[src/rtl/reg_file_sb_if.sv]
// Issue/writeback bus of the scoreboarded register file.
// The master side is the pipeline (decode/issue plus writeback); the slave side is reg_file_sb.
interface reg_file_sb_if #(
  parameter int DATA_WIDTH = 8,
  parameter int ADDR_WIDTH = 3
);
  logic                  wr_en;
  logic [ADDR_WIDTH-1:0] rd;
  logic [DATA_WIDTH-1:0] d_in;
  logic [ADDR_WIDTH-1:0] rs1;
  logic [ADDR_WIDTH-1:0] rs2;
  logic [DATA_WIDTH-1:0] r1;
  logic [DATA_WIDTH-1:0] r2;
  logic                  alloc_en;
  logic [ADDR_WIDTH-1:0] alloc_rd;
  logic                  busy1;
  logic                  busy2;
  logic                  ready;

  modport master (
    output wr_en, rd, d_in, rs1, rs2, alloc_en, alloc_rd,
    input  r1, r2, busy1, busy2, ready
  );

  modport slave (
    input  wr_en, rd, d_in, rs1, rs2, alloc_en, alloc_rd,
    output r1, r2, busy1, busy2, ready
  );
endinterface

[src/rtl/reg_file_sb.sv]
// Parametrised register file with a post-reset clear engine and a per-register busy scoreboard.
// Optional same-cycle write-to-read forwarding is enabled by defining REGFILE_BYPASS_EN.
module reg_file_sb #(
  parameter int                    DATA_WIDTH = 8,
  parameter int                    ADDR_WIDTH = 3,
  parameter logic [DATA_WIDTH-1:0] RESET_VAL  = '0
) (
  input logic         clk,
  input logic         rst_n,
  reg_file_sb_if.slave bus
);
  localparam int DEPTH = 2 ** ADDR_WIDTH;

  typedef enum logic {CLEAR, READY} state_t;

  state_t                state_q, state_d;
  logic [ADDR_WIDTH-1:0] clear_cnt_q, clear_cnt_d;
  logic [DEPTH-1:0]      busy_q, busy_d;
  logic [DATA_WIDTH-1:0] mem [DEPTH];

  logic                  ready;
  logic                  wr_fire;
  logic                  alloc_fire;
  logic                  mem_we;
  logic [ADDR_WIDTH-1:0] mem_addr;
  logic [DATA_WIDTH-1:0] mem_data;
  logic [DATA_WIDTH-1:0] r1_c, r2_c;
  logic                  busy1_c, busy2_c;

  always_ff @(posedge clk or negedge rst_n) begin
    if (!rst_n) begin
      state_q     <= CLEAR;
      clear_cnt_q <= ADDR_WIDTH'(1);
    end else begin
      state_q     <= state_d;
      clear_cnt_q <= clear_cnt_d;
    end
  end

  // The clear engine walks registers 1..DEPTH-1, one per edge, then hands over to READY.
  always_comb begin
    state_d     = state_q;
    clear_cnt_d = clear_cnt_q;
    if (state_q == CLEAR) begin
      clear_cnt_d = clear_cnt_q + ADDR_WIDTH'(1);
      if (clear_cnt_q == '1) begin
        state_d = READY;
      end
    end
  end

  always_comb begin
    ready      = (state_q == READY);
    wr_fire    = ready && bus.wr_en && (bus.rd != '0);
    alloc_fire = ready && bus.alloc_en && (bus.alloc_rd != '0);
    mem_we     = (state_q == CLEAR) || wr_fire;
    mem_addr   = (state_q == CLEAR) ? clear_cnt_q : bus.rd;
    mem_data   = (state_q == CLEAR) ? RESET_VAL : bus.d_in;
  end

  // The set is applied after the clear, so a same-cycle reallocation keeps the register busy.
  always_comb begin
    busy_d = busy_q;
    if (wr_fire) begin
      busy_d[bus.rd] = 1'b0;
    end
    if (alloc_fire) begin
      busy_d[bus.alloc_rd] = 1'b1;
    end
    busy_d[0] = 1'b0;
  end

  always_ff @(posedge clk or negedge rst_n) begin
    if (!rst_n) begin
      busy_q <= '0;
    end else begin
      busy_q <= busy_d;
    end
  end

  // Storage has no reset so it can map onto RAM; the clear engine initialises it instead.
  always_ff @(posedge clk) begin
    if (mem_we) begin
      mem[mem_addr] <= mem_data;
    end
  end

  always_comb begin
    r1_c    = '0;
    r2_c    = '0;
    busy1_c = 1'b0;
    busy2_c = 1'b0;
    if (ready && (bus.rs1 != '0)) begin
      r1_c    = mem[bus.rs1];
      busy1_c = busy_q[bus.rs1];
`ifdef REGFILE_BYPASS_EN
      if (wr_fire && (bus.rd == bus.rs1)) begin
        r1_c    = bus.d_in;
        busy1_c = alloc_fire && (bus.alloc_rd == bus.rs1);
      end
`endif
    end
    if (ready && (bus.rs2 != '0)) begin
      r2_c    = mem[bus.rs2];
      busy2_c = busy_q[bus.rs2];
`ifdef REGFILE_BYPASS_EN
      if (wr_fire && (bus.rd == bus.rs2)) begin
        r2_c    = bus.d_in;
        busy2_c = alloc_fire && (bus.alloc_rd == bus.rs2);
      end
`endif
    end
  end

  assign bus.r1    = r1_c;
  assign bus.r2    = r2_c;
  assign bus.busy1 = busy1_c;
  assign bus.busy2 = busy2_c;
  assign bus.ready = ready;

endmodule
[src/flat_wrapper.sv]
// flat-port wrapper written by rule: the top's interface ports become plain ports
module reg_file_sb_flat 
#(
  parameter int                    DATA_WIDTH = 8,
  parameter int                    ADDR_WIDTH = 3,
  parameter logic [DATA_WIDTH-1:0] RESET_VAL  = '0
)
  (clk, rst_n, bus_wr_en, bus_rd, bus_d_in, bus_rs1, bus_rs2, bus_alloc_en, bus_alloc_rd, bus_r1, bus_r2, bus_busy1, bus_busy2, bus_ready);
  reg_file_sb_if #(.DATA_WIDTH(DATA_WIDTH), .ADDR_WIDTH(ADDR_WIDTH)) bus_i ();
  input logic clk;
  input logic rst_n;
  input wire logic [$bits(bus_i.wr_en)-1:0] bus_wr_en;
  input wire logic [$bits(bus_i.rd)-1:0] bus_rd;
  input wire logic [$bits(bus_i.d_in)-1:0] bus_d_in;
  input wire logic [$bits(bus_i.rs1)-1:0] bus_rs1;
  input wire logic [$bits(bus_i.rs2)-1:0] bus_rs2;
  input wire logic [$bits(bus_i.alloc_en)-1:0] bus_alloc_en;
  input wire logic [$bits(bus_i.alloc_rd)-1:0] bus_alloc_rd;
  output wire logic [$bits(bus_i.r1)-1:0] bus_r1;
  output wire logic [$bits(bus_i.r2)-1:0] bus_r2;
  output wire logic [$bits(bus_i.busy1)-1:0] bus_busy1;
  output wire logic [$bits(bus_i.busy2)-1:0] bus_busy2;
  output wire logic [$bits(bus_i.ready)-1:0] bus_ready;
  assign bus_i.wr_en = bus_wr_en;
  assign bus_i.rd = bus_rd;
  assign bus_i.d_in = bus_d_in;
  assign bus_i.rs1 = bus_rs1;
  assign bus_i.rs2 = bus_rs2;
  assign bus_i.alloc_en = bus_alloc_en;
  assign bus_i.alloc_rd = bus_alloc_rd;
  assign bus_r1 = bus_i.r1;
  assign bus_r2 = bus_i.r2;
  assign bus_busy1 = bus_i.busy1;
  assign bus_busy2 = bus_i.busy2;
  assign bus_ready = bus_i.ready;
  reg_file_sb #(.DATA_WIDTH(DATA_WIDTH), .ADDR_WIDTH(ADDR_WIDTH), .RESET_VAL(RESET_VAL)) u_core (.clk(clk), .rst_n(rst_n), .bus(bus_i));
endmodule
[config.mk]
export PLATFORM = sky130hd
export DESIGN_NAME = reg_file_sb_flat
export DESIGN_NICKNAME = d
export VERILOG_FILES = /design/src/rtl/reg_file_sb_if.sv /design/src/rtl/reg_file_sb.sv /design/src/flat_wrapper.sv
export SDC_FILE = /design/constraint.sdc
export NUM_CORES = 1
export LEC_CHECK = 0
export CAP_MARGIN = 40
export CORE_MARGIN = 5
export CORE_UTILIZATION = 50
export CTS_CLUSTER_DIAMETER = 100
export DETAILED_ROUTE_END_ITERATION = 12
export GPL_TIMING_DRIVEN = 0
export HOLD_SLACK_MARGIN = 0.03
export PLACE_DENSITY = 0.75
export RECOVER_POWER = 25
export SYNTH_ARGS = -nofsm -noshare
export SYNTH_HDL_FRONTEND = slang
export SYNTH_SLANG_ARGS = --single-unit
[constraint.sdc]
create_clock -name clk -period 1.5 [get_ports clk]
set_input_delay 0.375 -clock clk [delete_from_list [all_inputs] [get_ports clk]]
set_output_delay 0.375 -clock clk [all_outputs]
set_load 0.02 [all_outputs]
==> results of run 1 <==
-- power groups by stage --
stage	combinational [mW]	sequential, mW	clock (mW)
global placement	0.704	2.14	0
CTS	0.826	2.11	1.44
global route	0.925	2.11	1.53
floorplan	0.451	2.13	0
finish	0.878	2.11	1.43
detailed placement	0.712	2.15	0
-- layout make-up --
cell class              instances  share of cell area
flip-flops and latches         67               0.394
multi-input cells             157               0.358
repair buffers                 63               0.144
plain buffers                  15              0.0400
clock buffers                  15              0.0375
well taps                      80              0.0201
inverters                       5             0.00528
clock inverters                 1             0.00101
-- sequential cells by signal, summed over array words and instances (netlist names) --
name,count
u_core.bus.ready,1
u_core.busy_q,7
u_core.clear_cnt_q,3
u_core.mem,56
-- routing by layer --
metal	vias to the layer above	wire length (µm)	GRT usage
met2	125	5110	0.401
li1	1127	-	-
met5	-	0	0
met4	0	119	0.101
met1	1291	3840	0.292
met3	14	679	0.0487
-- worst max-delay path, stage by stage (launching register included) --
cell,delay [ns]
edfxtp_1,0.42
mux4_2,0.53
o21ai_4,0.17
a21oi_4,0.04
buf_6,0.13
-- Yosys cell counts (3+ instances only) --
library cell	count	area share
a21oi_1	4	0.0059
a221oi_1	14	0.036
a31oi_1	3	0.0055
and2_1	8	0.015
buf_2	5	0.0073
buf_6	3	0.0099
clkbuf_1	7	0.0077
dfrtp_1	10	0.073
edfxtp_1	56	0.49
inv_1	5	0.0055
mux2_2	19	0.063
mux4_2	15	0.099
nand2_1	7	0.0077
nand2b_1	4	0.0073
nand3b_1	3	0.0066
nor2_1	24	0.026
nor2b_1	5	0.0092
o21ai_0	16	0.023
o21ai_1	14	0.021
-- kinds of logic after synthesis --
| kind of cell | share of synthesized area |
|---|---|
| muxes | 0.186 |
| xor gates and xnor gates | 0.00257 |
| DFF | 0.574 |
| and+or+nand+nor | 0.0796 |
| buffers and inverters | 0.0327 |
| AOI/OAI and AO/OA | 0.117 |
| adders and majority gates | 0.00734 |
-- timing repair --
item,4_1_cts,5_1_grt
pin swaps,22,15
buffers inserted,17,3
resized for setup,156,29
cloned,2,0
setup endpoints to repair,75,74
-- layout by cell type, fill, tap and decap left out, types with 4 or more instances in the layout --
cell type,count
o21ai_4,4
mux4_2,17
nand2_1,5
buf_6,23
o21ai_2,13
buf_4,14
dfrtp_1,9
nor2_4,8
o21ai_0,12
clkbuf_8,17
and2_1,8
buf_12,10
nand2b_1,4
mux2_2,18
a221oi_2,14
dlygate4sd2_1,4
clkdlybuf4s50_1,12
nor2_2,15
edfxtp_1,56
-- final timing paths --
kind	to	slack [ns]	depth (start not counted)
worst max-delay path	bus_r1[0]	-0.50	4
worst min-delay path	u_core.busy_q[6]$_DFF_PN0_	0.45	1
worst max register to register	u_core.mem[6][1]$_DFFE_PP_	-0.04	5
worst min register to register	u_core.busy_q[3]$_DFF_PN0_	0.58	2
max in group asynchronous	u_core.bus.ready$_DFF_PN0_	0.64	1
min in group clk	u_core.busy_q[2]$_DFF_PN0_	0.48	3
==> flow_summary.yaml, run 1 <==
floorplan:
  die_w_um: 92.6
  rows: 30
  dieArea_mm2: 0.00857
  core_mm2: 0.00672
  start_util: 0.507
  ios: 43
  die-height_um: 92.6
placement:
  placed_area_mm2: 0.00425
  hpwl_um: 5990
  pre_cts_ws_ns: -1.38
  io_buffer_count: 41
  place.gp.congestion: 0.793
  placed_cells: 366
setup_path:
  cp_max_fo: 2
  end_kind: "output pin"
  start_kind: "register"
  crit_start: "u_core.mem[7][0]$_DFFE_PP_"
  r2r-start: "u_core.bus.ready$_DFF_PN0_"
  required_ns: 1.12
  crit_type: "reg -> out"
  cp_data_arrival_time_ns: 1.63
sta:
  max_freq_ghz: 0.499
  period_share: 1.34
  rsz0062_at_grt: "yes"
  slew_violations: 0
  relSlewSlack: 0.630
  holdWs_ns: 0.445
  layout_min_cycle_time_ns: 2.00
  setup-tns-final_ns: -8.41
  setup_viol: 41
  worst_pin_slew_ns: 0.553
  fin_skew_ns: 0.0114
  setup_ws_ns: -0.504
  final_hold_viol_count: 0
finish:
  drive_gt1_frac: 0.582
  regArea_mm2: 0.00196
  utilization: 0.740
  multi_input_area_mm2: 0.00178
  num-nets-final: 344
  nFillCells: 405
  antenna_cells: 0
  layoutNonFillerInstCount: 403
  area_growth_pct: 45.8
  final_cell_area_mm2: 0.00497
yosys:
  synth_cell_type_count: 34
  ys_ff_latch: 67
  synth_edf_count: 56
  synth_async_sr_flop_share: 0.164
  synthFlopType: "edfxtp_1"
  seq_area_frac_synth: 0.574
  yosysWarnings: 0
  synth_fp_nets: 271
  netlist_instances: 245
  syn_avg_cell_area_um2: 13.9
  synth.cell_area_mm2: 0.00341
run_status:
  violations: "setup timing"
  status: "complete, but fails checks"
power_and_ir_drop:
  p_leak_nw: 1.76
  power.total_mw: 4.42
  power.density_mw_per_mm2: 889
  power_switching_mw: 1.13
  netSwitchingFraction: 0.256
  clock_power_share: 0.324
  ir_worst_vdd_mv: 0.545
  pwr-share-seq: 0.478
  internal_power_mw: 3.29
  p_comb_frac: 0.199
worst_hold_path:
  hold_path.class: "in -> async"
grt:
  grt_usage: 0.236
  antenna_found_initial: 0
  grt_max_degree: 12
  grt_pass1_wl_um: 14700
  grt-ovfl-total: 0
  first_global_vias: 2689
clock_network:
  cts_buffers: 9
  clock_latency_ns: 0.35
  clk_path_buf_depth: 2
  cts_hold_buf: 0
  cts.sinks: 67
  root_buffer: "clkbuf_8"
  clk_pin_slew_ns: 0.08
  tritoncts: "yes"
  cts_htree_levels: 3
run:
  cap_viol_max_count: 0
routing:
  drc: 0
  wl_per_cell_um: 24.2
  ant_nets: 0
  viasPerCell: 6.34
  drt_pass1_iterations: 5
  dr_total_vias: 2557
  drtIter0Drc: 228
  drt_wl_total_um: 9750
(Power assumes the default switching activity.)
==> inputs of run 2 (changes only) <==
Settings changed: PLACE_DENSITY 0.75 to 0.77, REMOVE_ABC_BUFFERS set to 1, TNS_END_PERCENT set to 100.
==> flow_summary.yaml, run 2 (synthesis results as in run 1) <==
finish:
  num-nets-final: 351
  drive_gt1_frac: 0.512
  nFillCells: 395
  area_growth_pct: 41.4
  layout_common_cells: "edfxtp_1 (56), buf_4 (28), mux2_2 (19), buf_6 (18), mux4_2 (17)"
  layoutNonFillerInstCount: 410
  largest_register_ffs: 56
  antenna_cells: 0
  final_common_cell: "edfxtp_1"
  regMostFlops: "u_core.mem"
  top_regs: "u_core.mem: 56 flops, u_core.busy_q: 7 flops, u_core.clear_cnt_q: 3 flops"
routing:
  drtIter0Drc: 242
  ant_nets: 0
  dr_total_vias: 2615
  drt_pass1_iterations: 5
  wl_per_cell_um: 24.5
  viasPerCell: 6.38
  drc: 0
  drt_wl_total_um: 10000
setup_path:
  crit_start: "u_core.mem[6][0]$_DFFE_PP_"
  r2r-start: "u_core.bus.ready$_DFF_PN0_"
  end_kind: "output pin"
  cp_max_fo: 2
  ff2ff_path_depth: 6
  start_kind: "register"
  cp_data_arrival_time_ns: 1.65
  r2r_slack_ns: -0.29
  required_ns: 1.12
  crit_type: "reg -> out"
  r2r-end: "u_core.mem[4][4]$_DFFE_PP_"
  endpoint: "bus_r2[0]"
floorplan:
  start_util: 0.507
  die-height_um: 92.6
  ios: 43
  core_mm2: 0.00672
  die_w_um: 92.6
  dieArea_mm2: 0.00857
  rows: 30
placement:
  place.gp.congestion: 0.755
  placed_cells: 359
  io_buffer_count: 42
  hpwl_um: 5430
worst_hold_path:
  hold_path.class: "in -> async"
grt:
  grt-busiest-layer: "met2"
  grt_max_degree: 18
  met2_usage: 0.408
  grt_pass1_wl_um: 14800
  antenna_found_initial: 0
  grt-ovfl-total: 0
  first_global_vias: 2698
  grt_usage: 0.234
  grtUsageMet1: 0.273
  met3_usage: 0.0406
power_and_ir_drop:
  p_leak_nw: 1.74
  ir_worst_vdd_mv: 0.572
  power.density_mw_per_mm2: 940
run_status:
  violations: "setup timing"
  status: "complete, but fails checks"
clock_network:
  clk_path_buf_depth: 2
  tritoncts: "yes"
  cts_hold_buf: 0
  root_buffer: "clkbuf_8"
  cts_htree_levels: 3
  clock_latency_ns: 0.34
  clk_pin_slew_ns: 0.08
  cts_buffers: 9
  cts.sinks: 67
sta:
  relSlewSlack: 0.614
  period_share: 1.35
  rsz0062_at_grt: "yes"
  worst_pin_slew_ns: 0.576
  final_hold_viol_count: 0
  setup_viol: 75
  slew_violations: 0
  holdWs_ns: 0.460
  layout_min_cycle_time_ns: 2.02
  fin_skew_ns: 0.0133
  setup_ws_ns: -0.523
  max_freq_ghz: 0.494
run:
  cap_viol_max_count: 0
-- run 2: changes by cell type in the layout (fill, tap and decap cells not counted), sizes merged --
cell         change
inv              +1
buf             +15
clkbuf          -11
dlygate4sd2      -1
bufinv           +2
clkinv           +1
-- run 2: worst max-delay path, cell delays in order, from the launching register on --
cell      delay (ns)
edfxtp_1        0.44
mux4_2          0.51
o21ai_2         0.14
nor2_1          0.06
buf_2           0.16
-- run 2: how the worst min path moves through the flow --
stage | cells after the start | slack, ns | to
after floorplan | 0 | 0.08 | u_core.bus.ready$_DFF_PN0_
after global placement | 1 | 0.50 | u_core.clear_cnt_q[0]$_DFFE_PN1N_
after detailed placement | 1 | 0.50 | u_core.clear_cnt_q[0]$_DFFE_PN1N_
after CTS | 1 | 0.37 | u_core.bus.ready$_DFF_PN0_
after global routing | 1 | 0.47 | u_core.bus.ready$_DFF_PN0_
final | 1 | 0.46 | u_core.busy_q[2]$_DFF_PN0_
-- run 2: area by class of cell --
class / instances / area [µm²] / area share
sequential: 67 / 1960 / 0.407
tap: 80 / 100 / 0.0208
clock buffer: 11 / 131 / 0.0272
inverter: 5 / 22.5 / 0.00467
clock inverter: 5 / 77.6 / 0.0161
multi-input combinational: 157 / 1630 / 0.338
timing repair buffer: 85 / 901 / 0.187
-- run 2: power breakdown --
| part | leakage (nW) | internal (mW) | switching (mW) |
|---|---|---|---|
| Clock | 0.103 | 0.932 | 0.688 |
| Sequential | 0.638 | 2.07 | 0.0370 |
| Combinational | 0.994 | 0.394 | 0.409 |
-- run 2: per-stage QoR --
stage,setup TNS [ns],area [µm²],setup WS (ns),utilization,power [mW]
global route,-21.55,4820,-0.595,0.718,4.68
global placement,-137.16,3840,-2.41,0.571,2.73
detailed placement,-86.70,3960,-2.04,0.589,2.77
CTS,-8.76,4610,-0.472,0.685,4.42
finish,-18.93,4820,-0.523,0.718,4.53
floorplan,-43.13,3320,-0.716,-,2.45
-- run 2: routing by layer --
metal | wire, µm | vias up
li1 | - | 1127
met1 | 3650 | 1295
met2 | 5290 | 158
met3 | 743 | 35
met4 | 351 | 0
met5 | 0 | -
-- run 2: timing repair --
action	CTS	global route
cloned	1	0
gates resized for setup	181	46
pin swaps	14	7
buffers inserted	30	4
setup endpoints to repair	112	77
==> inputs of run 3 (changes only) <==
--- a/config.mk
+++ b/config.mk
@@ -8,9 +8,11 @@
 export CAP_MARGIN = 40
+export CORE_ASPECT_RATIO = 1.25
 export CORE_MARGIN = 5
-export CORE_UTILIZATION = 50
+export CORE_UTILIZATION = 57
 export CTS_CLUSTER_DIAMETER = 100
 export DETAILED_ROUTE_END_ITERATION = 12
+export DONT_BUFFER_PORTS = 1
 export GPL_TIMING_DRIVEN = 0
 export HOLD_SLACK_MARGIN = 0.03
-export PLACE_DENSITY = 0.77
+export PLACE_DENSITY = 0.76
 export RECOVER_POWER = 25
==> constraint.sdc (replaced) <==
create_clock -name clk -period 1.5 [get_ports clk]
set_input_delay 0.3 -clock clk [delete_from_list [all_inputs] [get_ports clk]]
set_output_delay 0.3 -clock clk [all_outputs]
set_load 0.02 [all_outputs]
==> flow_summary.yaml, run 3 (synthesis results as in run 1) <==
routing:
  drc: 0
  drtIter0Drc: 257
  ant_nets: 0
  wl_per_cell_um: 28.6
  viasPerCell: 6.96
  drt_wl_total_um: 9760
  dr_total_vias: 2374
  drt_pass1_iterations: 5
sta:
  setup-tns-final_ns: -14.14
  worst_pin_slew_ns: 0.655
  max_freq_ghz: 0.542
  slew_violations: 0
  period_share: 1.23
  layout_min_cycle_time_ns: 1.84
  setup_ws_ns: -0.344
  fin_skew_ns: 0.00866
  setup_viol: 95
  relSlewSlack: 0.561
  final_hold_viol_count: 0
  rsz0062_at_grt: "yes"
worst_hold_path:
  min_from: "bus_rd[2]"
  hold-path-cell-count: 2
  hold_path.class: "in -> reg"
  min_to: "u_core.busy_q[2]$_DFF_PN0_"
floorplan:
  core_mm2: 0.00582
  ios: 43
  die-height_um: 96.5
  start_util: 0.586
  die_w_um: 79.2
  rows: 31
  dieArea_mm2: 0.00764
clock_network:
  cts_buffers: 9
  clock_latency_ns: 0.35
  root_buffer: "clkbuf_8"
  cts_htree_levels: 3
  tritoncts: "yes"
  cts.sinks: 67
  clk_pin_slew_ns: 0.07
  clk_path_buf_depth: 2
finish:
  layoutNonFillerInstCount: 341
  num-nets-final: 296
  top_regs: "u_core.mem: 56 flops, u_core.busy_q: 7 flops, u_core.clear_cnt_q: 3 flops"
  multi_input_area_mm2: 0.00176
  antenna_cells: 0
  nFillCells: 332
  final_common_cell: "edfxtp_1"
  area_growth_pct: 28.7
  largest_register_ffs: 56
  regMostFlops: "u_core.mem"
  regArea_mm2: 0.00196
  drive_gt1_frac: 0.553
  layout_common_cells: "edfxtp_1 (56), mux2_2 (19), mux4_2 (17), buf_6 (16), nor2_2 (15)"
power_and_ir_drop:
  ir_worst_vdd_mv: 0.757
  power.density_mw_per_mm2: 935
  p_leak_nw: 1.49
setup_path:
  r2r-end: "u_core.mem[2][5]$_DFFE_PP_"
  required_ns: 1.20
  ff2ff_path_depth: 5
  end_kind: "output pin"
  crit_type: "reg -> out"
  r2r-start: "u_core.bus.ready$_DFF_PN0_"
  cp_data_arrival_time_ns: 1.54
  r2r_slack_ns: -0.23
  cp_max_fo: 2
  start_kind: "register"
grt:
  grt_usage: 0.256
  first_global_vias: 2425
  antenna_found_initial: 0
  grt_max_degree: 23
  grt-ovfl-total: 0
  grt_pass1_wl_um: 13700
run_status:
  status: "complete, but fails checks"
  violations: "setup timing"
placement:
  placed_cells: 298
  io_buffer_count: 0
  hpwl_um: 4820
  place.gp.congestion: 0.725
run:
  cap_viol_max_count: 0
==> run 3: area by class of cell <==
class / instances / area share
Tap cell: 66 / 0.0188
Multi-Input combinational cell: 157 / 0.401
Clock inverter: 3 / 0.00884
Inverter: 5 / 0.00428
Clock buffer: 13 / 0.0317
Timing Repair Buffer: 30 / 0.0884
Sequential cell: 67 / 0.447
==> run 3: per-layer routing <==
metal	share of wire	up-vias	wire (µm)	GRT usage
met1	0.35	1200	3420	0.297
met2	0.54	121	5280	0.456
met5	0	-	0	0
met3	0.076	24	738	0.0714
li1	-	1029	-	-
met4	0.034	0	328	0.0903
==> run 3: worst max path at each step <==
stage / slack [ns] / endpoint / cells after the start / from
floorplan: -0.72 / u_core.mem[4][0]$_DFFE_PP_ / 3 / u_core.bus.ready$_DFF_PN0_
detailed placement: -1.0 / u_core.mem[6][3]$_DFFE_PP_ / 3 / u_core.bus.ready$_DFF_PN0_
finish: -0.34 / bus_r2[0] / 3 / u_core.mem[5][0]$_DFFE_PP_
CTS: -0.28 / bus_r2[6] / 3 / u_core.mem[7][6]$_DFFE_PP_
global placement: -1.49 / u_core.mem[2][7]$_DFFE_PP_ / 3 / u_core.bus.ready$_DFF_PN0_
global route: -0.38 / bus_r2[0] / 3 / u_core.mem[5][0]$_DFFE_PP_
==> run 3: timing repair <==
item,in CTS,in global routing
hold buffers,1,2
pin swaps,9,20
gates resized for setup,69,60
setup buffers,15,7
setup endpoints to repair,82,75
gates cloned,1,1
hold endpoints to repair,11,1
==> run 3: power by group <==
group	internal, mW	leakage, nW	total, mW	switching, mW
registers	2.07	0.638	2.11	0.0403
clock network	0.763	0.0890	1.43	0.665
logic	0.264	0.760	0.559	0.295
total	3.10	1.49	4.10	1.00
==> run 3: through the flow <==
step           area [µm²]  setup slack [ns]  utilization  hold slack [ns]  total power, mW
2_1_floorplan        3320            -0.716            -          0.00441             2.45
3_3_place_gp         3400             -1.49        0.584          0.00476             2.51
3_5_place_dp         3420            -0.998        0.588          0.00478             2.52
4_1_cts              4040            -0.281        0.694           0.0356             4.00
5_1_grt              4390            -0.376        0.754           0.0619             4.23
6_report             4390            -0.344        0.754           0.0727             4.10
==> run 3: worst max-delay path: stages, from the launching register on <==
cell and delay, ns:
edfxtp_1 0.42, mux4_2 0.49, o21ai_2 0.18, nor2_2 0.10
